<file path="src/rtl/vdp_reg_write_arbiter_if.sv">
// Register-write bus between the copper/host requesters and the VDP register-write arbiter.
interface vdp_reg_write_arbiter_if;
   logic        copper_write_en;
   logic [5:0]  copper_write_address;
   logic [15:0] copper_write_data;
   logic        copper_write_ready;

   logic        host_write_en;
   logic [5:0]  host_write_address;
   logic [15:0] host_write_data;
   logic        host_write_ready;

   logic        reg_write_en;
   logic [5:0]  reg_write_address;
   logic [15:0] reg_write_data;

   modport master (
      output copper_write_en,
      output copper_write_address,
      output copper_write_data,
      input  copper_write_ready,
      output host_write_en,
      output host_write_address,
      output host_write_data,
      input  host_write_ready,
      input  reg_write_en,
      input  reg_write_address,
      input  reg_write_data
   );

   modport slave (
      input  copper_write_en,
      input  copper_write_address,
      input  copper_write_data,
      output copper_write_ready,
      input  host_write_en,
      input  host_write_address,
      input  host_write_data,
      output host_write_ready,
      output reg_write_en,
      output reg_write_address,
      output reg_write_data
   );
endinterface

</file>
<file path="src/rtl/vdp_reg_write_arbiter.sv">
// Merges FIFO-buffered copper writes and host writes onto the single VDP register-file port.
// Optional VDP_REG_ARB_OVERFLOW_EN adds a sticky copper_overflow flag cleared by overflow_clear.
module vdp_reg_write_arbiter #(
   parameter int unsigned FIFO_DEPTH      = 4,
   parameter int unsigned MAX_HOST_STREAK = 3
) (
   input  logic                        clk,
   input  logic                        reset,
   vdp_reg_write_arbiter_if.slave      bus,
   output logic [$clog2(FIFO_DEPTH):0] copper_fifo_level
`ifdef VDP_REG_ARB_OVERFLOW_EN
   ,
   output logic                        copper_overflow,
   input  logic                        overflow_clear
`endif
);

   localparam int unsigned PtrW    = (FIFO_DEPTH > 1) ? $clog2(FIFO_DEPTH) : 1;
   localparam int unsigned CntW    = PtrW + 1;
   localparam int unsigned StreakW = (MAX_HOST_STREAK > 0) ? $clog2(MAX_HOST_STREAK + 1) : 1;
   localparam logic [CntW-1:0]    DepthCnt  = CntW'(FIFO_DEPTH);
   localparam logic [StreakW-1:0] StreakMax = StreakW'(MAX_HOST_STREAK);

   logic [5:0]         fifo_addr_q [FIFO_DEPTH];
   logic [15:0]        fifo_data_q [FIFO_DEPTH];
   logic [PtrW-1:0]    wr_ptr_q, wr_ptr_d;
   logic [PtrW-1:0]    rd_ptr_q, rd_ptr_d;
   logic [CntW-1:0]    count_q, count_d;
   logic [StreakW-1:0] streak_q, streak_d;

   logic               reg_en_q, reg_en_d;
   logic [5:0]         reg_addr_q, reg_addr_d;
   logic [15:0]        reg_data_q, reg_data_d;

   logic               fifo_empty;
   logic               fifo_full;
   logic               push;
   logic               pop;
   logic               force_copper;
   logic               host_grant;
   logic               copper_grant;

   // All arbitration decisions use the registered count, so a word pushed this cycle
   // can only be popped from the next cycle on.
   always_comb begin
      fifo_empty   = (count_q == '0);
      fifo_full    = (count_q == DepthCnt);
      force_copper = (streak_q == StreakMax) && !fifo_empty;
      host_grant   = bus.host_write_en && !force_copper;
      copper_grant = !host_grant && !fifo_empty;
      push         = bus.copper_write_en && !fifo_full;
      pop          = copper_grant;
   end

   always_comb begin
      wr_ptr_d = wr_ptr_q;
      rd_ptr_d = rd_ptr_q;
      count_d  = count_q;
      if (push) begin
         wr_ptr_d = wr_ptr_q + PtrW'(1);
      end
      if (pop) begin
         rd_ptr_d = rd_ptr_q + PtrW'(1);
      end
      case ({push, pop})
         2'b10:   count_d = count_q + CntW'(1);
         2'b01:   count_d = count_q - CntW'(1);
         default: count_d = count_q;
      endcase
   end

   always_comb begin
      streak_d = streak_q;
      if (copper_grant || fifo_empty) begin
         streak_d = '0;
      end else if (host_grant && (streak_q != StreakMax)) begin
         streak_d = streak_q + StreakW'(1);
      end
   end

   always_comb begin
      reg_en_d   = host_grant || copper_grant;
      reg_addr_d = reg_addr_q;
      reg_data_d = reg_data_q;
      if (host_grant) begin
         reg_addr_d = bus.host_write_address;
         reg_data_d = bus.host_write_data;
      end else if (copper_grant) begin
         reg_addr_d = fifo_addr_q[rd_ptr_q];
         reg_data_d = fifo_data_q[rd_ptr_q];
      end
   end

   always_ff @(posedge clk) begin
      if (reset) begin
         wr_ptr_q   <= '0;
         rd_ptr_q   <= '0;
         count_q    <= '0;
         streak_q   <= '0;
         reg_en_q   <= 1'b0;
         reg_addr_q <= '0;
         reg_data_q <= '0;
      end else begin
         wr_ptr_q   <= wr_ptr_d;
         rd_ptr_q   <= rd_ptr_d;
         count_q    <= count_d;
         streak_q   <= streak_d;
         reg_en_q   <= reg_en_d;
         reg_addr_q <= reg_addr_d;
         reg_data_q <= reg_data_d;
      end
   end

   // Storage needs no reset: an entry is only read after it has been written.
   always_ff @(posedge clk) begin
      if (push) begin
         fifo_addr_q[wr_ptr_q] <= bus.copper_write_address;
         fifo_data_q[wr_ptr_q] <= bus.copper_write_data;
      end
   end

   assign bus.copper_write_ready = !fifo_full;
   assign bus.host_write_ready   = !force_copper;
   assign bus.reg_write_en       = reg_en_q;
   assign bus.reg_write_address  = reg_addr_q;
   assign bus.reg_write_data     = reg_data_q;
   assign copper_fifo_level      = count_q;

`ifdef VDP_REG_ARB_OVERFLOW_EN
`ifndef VDP_DEBUG_STOP
`define VDP_DEBUG_STOP $warning("vdp_reg_write_arbiter: copper write dropped")
`endif
   logic drop;
   logic overflow_q, overflow_d;

   assign drop = bus.copper_write_en && fifo_full;

   // A drop in the same cycle as a clear keeps the flag set.
   always_comb begin
      overflow_d = overflow_q;
      if (drop) begin
         overflow_d = 1'b1;
      end else if (overflow_clear) begin
         overflow_d = 1'b0;
      end
   end

   always_ff @(posedge clk) begin
      if (reset) begin
         overflow_q <= 1'b0;
      end else begin
         overflow_q <= overflow_d;
      end
   end

   assign copper_overflow = overflow_q;

`ifndef SYNTHESIS
   always_ff @(posedge clk) begin
      if (!reset && drop) begin
         `VDP_DEBUG_STOP;
      end
   end
`endif
`endif

endmodule
</file>
<file path="src/flat_wrapper.sv">
// flat-port wrapper written by rule: the top's interface ports become plain ports
module vdp_reg_write_arbiter_flat 
#(
   parameter int unsigned FIFO_DEPTH      = 4,
   parameter int unsigned MAX_HOST_STREAK = 3
)
  (clk, reset, copper_fifo_level, bus_copper_write_en, bus_copper_write_address, bus_copper_write_data, bus_copper_write_ready, bus_host_write_en, bus_host_write_address, bus_host_write_data, bus_host_write_ready, bus_reg_write_en, bus_reg_write_address, bus_reg_write_data);
  vdp_reg_write_arbiter_if bus_i ();
  input  logic clk;
  input  logic reset;
  output logic [$clog2(FIFO_DEPTH):0] copper_fifo_level;
  input wire logic [$bits(bus_i.copper_write_en)-1:0] bus_copper_write_en;
  input wire logic [$bits(bus_i.copper_write_address)-1:0] bus_copper_write_address;
  input wire logic [$bits(bus_i.copper_write_data)-1:0] bus_copper_write_data;
  output wire logic [$bits(bus_i.copper_write_ready)-1:0] bus_copper_write_ready;
  input wire logic [$bits(bus_i.host_write_en)-1:0] bus_host_write_en;
  input wire logic [$bits(bus_i.host_write_address)-1:0] bus_host_write_address;
  input wire logic [$bits(bus_i.host_write_data)-1:0] bus_host_write_data;
  output wire logic [$bits(bus_i.host_write_ready)-1:0] bus_host_write_ready;
  output wire logic [$bits(bus_i.reg_write_en)-1:0] bus_reg_write_en;
  output wire logic [$bits(bus_i.reg_write_address)-1:0] bus_reg_write_address;
  output wire logic [$bits(bus_i.reg_write_data)-1:0] bus_reg_write_data;
  assign bus_i.copper_write_en = bus_copper_write_en;
  assign bus_i.copper_write_address = bus_copper_write_address;
  assign bus_i.copper_write_data = bus_copper_write_data;
  assign bus_copper_write_ready = bus_i.copper_write_ready;
  assign bus_i.host_write_en = bus_host_write_en;
  assign bus_i.host_write_address = bus_host_write_address;
  assign bus_i.host_write_data = bus_host_write_data;
  assign bus_host_write_ready = bus_i.host_write_ready;
  assign bus_reg_write_en = bus_i.reg_write_en;
  assign bus_reg_write_address = bus_i.reg_write_address;
  assign bus_reg_write_data = bus_i.reg_write_data;
  vdp_reg_write_arbiter #(.FIFO_DEPTH(FIFO_DEPTH), .MAX_HOST_STREAK(MAX_HOST_STREAK)) u_core (.clk(clk), .reset(reset), .bus(bus_i), .copper_fifo_level(copper_fifo_level));
endmodule
</file>
<file path="config.mk">
export PLATFORM = sky130hd
export DESIGN_NAME = vdp_reg_write_arbiter_flat
export DESIGN_NICKNAME = d
export VERILOG_FILES = /design/src/rtl/vdp_reg_write_arbiter_if.sv /design/src/rtl/vdp_reg_write_arbiter.sv /design/src/flat_wrapper.sv
export SDC_FILE = /design/constraint.sdc
export NUM_CORES = 1
export LEC_CHECK = 0
export ABC_AREA = 1
export BUFFER_PORTS_ARGS = -buffer_cell sky130_fd_sc_hd__buf_2
export CELL_PAD_IN_SITES_DETAIL_PLACEMENT = 0
export CELL_PAD_IN_SITES_GLOBAL_PLACEMENT = 1
export CORE_ASPECT_RATIO = 0.5
export CORE_MARGIN = 2
export CORE_UTILIZATION = 43
export CTS_CLUSTER_DIAMETER = 100
export DETAILED_ROUTE_END_ITERATION = 8
export PLACE_DENSITY = 0.75
export SYNTH_ARGS = -nofsm -noshare
export SYNTH_HDL_FRONTEND = slang
export SYNTH_SLANG_ARGS = --single-unit
</file>
<file path="constraint.sdc">
create_clock -name clk -period 2.2 [get_ports clk]
set_input_delay 0.11 -clock clk [delete_from_list [all_inputs] [get_ports clk]]
set_output_delay 0.11 -clock clk [all_outputs]
set_load 0.02 [all_outputs]
</file>
==> flow_summary_export.csv <==
group,metric,value,unit
status,status,"finished, final reports clean",
flow_run,cap_viol_max_count,0,
placed_design,place_congestion,0.7598,
die,start_util,0.4388,
sta,setup_ws,0.3005,ns
drt,finalWirelength,11030,um
logic_synthesis,synth_nets,595,
critical_path,critPathTopFamily,"adder cells",
power_and_ir_drop,power_switching_share,0.3026,
cells_and_area,post-route-cell-area,6644,um2
die,dieWidth,158.8,um
power_and_ir_drop,leakagePower,3.080,nW
cts,ctsResizeCount,0,
global_route,antenna_found_initial,0,
placed_design,dp.cells,776,
sta,fin_crit,1.899,ns
sta,worstMarginPinSlew,0.7750,ns
drt,drc,0,
placed_design,hpwl,6932,um
cts,insertion_delay,0.41,ns
placed_design,io_buffers,75,
drt,postRouteAntennaNets,0,
min_path,hp-start,"reset",
cells_and_area,multiInputGateArea,1405,um2
cts,cts.sinks,122,
power_and_ir_drop,pwr-share-clk,0.363,
global_route,grt.total_usage,0.1833,
drt,vias_per_cell,4.461,
logic_synthesis,synth_area,5150,um2
cts,tritoncts,"built",
logic_synthesis,synth_top_area_cell,"edfxtp_1",
cells_and_area,layout.nets,717,
drt,vias,3747,
sta,setup_violations,0,
critical_path,path_max_fanout,7,
power_and_ir_drop,power_frac_seq,0.398,
sta,rsz0062_at_grt,"false",
die,num_rows,28,
logic_synthesis,yosysWarnings,0,
sta,skew,0.009680,ns
placed_design,postPlaceCellArea,5757,um2
logic_synthesis,yosysUniqueCellTypes,19,
logic_synthesis,seq_area_frac_synth,0.6453,
cells_and_area,regArea,3323,um2
cts,htreeDepth,4,
power_and_ir_drop,max-vdd-ir-drop,0.5280,mV
drt,routedWlPerCell,13.13,um
critical_path,cp_num_buf_inv,3,
drt,drtIter0Drc,273,
critical_path,crit_path_start_kind,"flip-flop",
logic_synthesis,ys_ff_latch,122,
critical_path,slowest_delay,0.37,ns
power_and_ir_drop,p_switching,2.199,mW
power_and_ir_drop,powerDensity,1094,nW/um2
logic_synthesis,synth_top_area_frac,0.5131,
cells_and_area,area_growth,29.01,%
cells_and_area,fin_cells,840,
cts,cts_buffers,17,
sta,timing.final.crit_share,0.8634,
sta,hold_viol_final,0,
sta,finalMaxSlewViolations,0,
cells_and_area,num_antenna_cells,0,
cells_and_area,num-fill-cells,1004,
cells_and_area,final_util,0.5661,
die,die_area,12920,um2
drt,dr.pass1.iters,4,
cts,root_buffer,"clkbuf_16",
critical_path,critPathLaunch,"u_core.streak_q[0]",
power_and_ir_drop,p_int,5.068,mW
cts,clk_pin_slew,0.06,ns
sta,timing.setup.tns,0,ns
cts,clk_path_buf_depth,2,
critical_path,cp_slowest_cell,"fa_1",
cells_and_area,drive_gt1_frac,0.2000,
global_route,grt_pass1_vias,3408,
critical_path,cp.arrival,2.24,ns
global_route,grt_max_degree,45,
sta,fmax,526.5,MHz
die,core,11740,um2
global_route,overflow,0,
critical_path,r2r_start,"u_core.streak_q[0]",
power_and_ir_drop,comb_power_share,0.238,
critical_path,crit_required,2.54,ns
critical_path,cp-end-kind,"flip-flop",
min_path,hold_class,"primary input to flip-flop",
logic_synthesis,synthTopCellsByArea,"edfxtp_1, nand2_1, dfxtp_1",
global_route,grt_pass1_wl,17420,um
die,fp.dieH,81.39,um
die,io_pins,76,
logic_synthesis,syn_inst,540,
placed_design,post-place-ws,0.2843,ns
critical_path,path_class,"flip-flop to flip-flop",
logic_synthesis,synth_area_per_cell,9.537,um2
critical_path,worstPathCellList,"ha_1 > nor2_4 > inv_2 > nand2_4 > inv_2 > ha_1 > inv_1 > fa_1 > a21oi_1 > o21ai_0 > nand2_1 > nand2_1 > nor2_1",
sta,max_slew_margin,0.4826,
## logic make-up (layout without fill, tap and decap cells)
family,Yosys count,count (layout),share of synthesized area
xor+xnor,1,1,0.001701
buf+inv,106,241,0.08382
fa+ha+maj,7,7,0.01846
flops,122,122,0.6453
compound gates,20,20,0.01944
simple gates,284,284,0.2313
## sequential cells by signal, indices dropped and copies added, names as in the netlist, 2 cells and up, named ones only
register,count
u_core.copper_fifo_level,3
u_core.streak_q,2
u_core.bus.reg_write_address,6
u_core.rd_ptr_q,2
u_core.fifo_addr_q,24
u_core.bus.reg_write_data,16
u_core.wr_ptr_q,2
u_core.fifo_data_q,64
## power by group through the flow
stage	combinational [mW]	clock, mW	sequential (mW)
final	1.73	2.64	2.90
after global routing	1.97	2.79	2.93
after CTS	1.77	2.69	2.90
after detailed placement	1.71	0	2.94
after global placement	1.70	0	2.93
after floorplan	1.03	0	3.09
## per-stage QoR
step                      hold WS [ns]  total power [mW]
final                          0.02178             7.267
after detailed placement        0.3248             4.653
after global routing           0.02516             7.695
after global placement          0.3241             4.635
after floorplan                 0.2089             4.121
after CTS                     0.008190             7.355
## cell type report
cell class,count,share of cell area
clock buffers,23,0.07043
clock inverters,9,0.01488
inverters,85,0.04802
multi-input cells,312,0.2115
flip-flops and latches,122,0.5002
well taps,165,0.03107
repair buffers,124,0.1239
## cell usage after synthesis
library cell  number
nand2_1          186
edfxtp_1          88
inv_1             80
nand3_1           74
dfxtp_1           34
nor2_1            17
a21oi_1           14
buf_2              9
clkbuf_1           9
ha_1               6
o21ai_0            6
inv_2              5
buf_6              3
nand2_2            2
nor2_2             2
nor2_4             2
fa_1               1
nand2_4            1
xor2_1             1
## final timing paths
kind              cells after the start  slack [ns]                            end
setup / recovery                     13        0.30    u_core.copper_fifo_level[2]
hold / removal                        2        0.02  u_core.bus.reg_write_data[10]
setup reg to reg                     13        0.30    u_core.copper_fifo_level[2]
hold reg to reg                       1        0.42             u_core.streak_q[0]
## per-layer routing
metal,global-route usage,share of wire
met4,0.07156,0.0041
met1,0.2350,0.46
met2,0.3052,0.46
met3,0.04699,0.078
met5,0,0
## placed cells by master, fill, tap and decap left out, types with 5 or more instances in the layout
cell,instances
nor2_1,13
buf_4,17
nand3_1,74
ha_1,6
dfxtp_1,34
dlygate4sd3_1,32
nand2_1,186
buf_2,75
a21oi_1,14
clkbuf_16,17
nor2_2,6
inv_1,80
o21ai_0,6
edfxtp_1,88
inv_2,5
## repair_timing
item,CTS,global route
setup buffers,0,0
endpoints found under the hold margin,98,0
hold buffers,32,0
(Power assumes the default switching activity.)
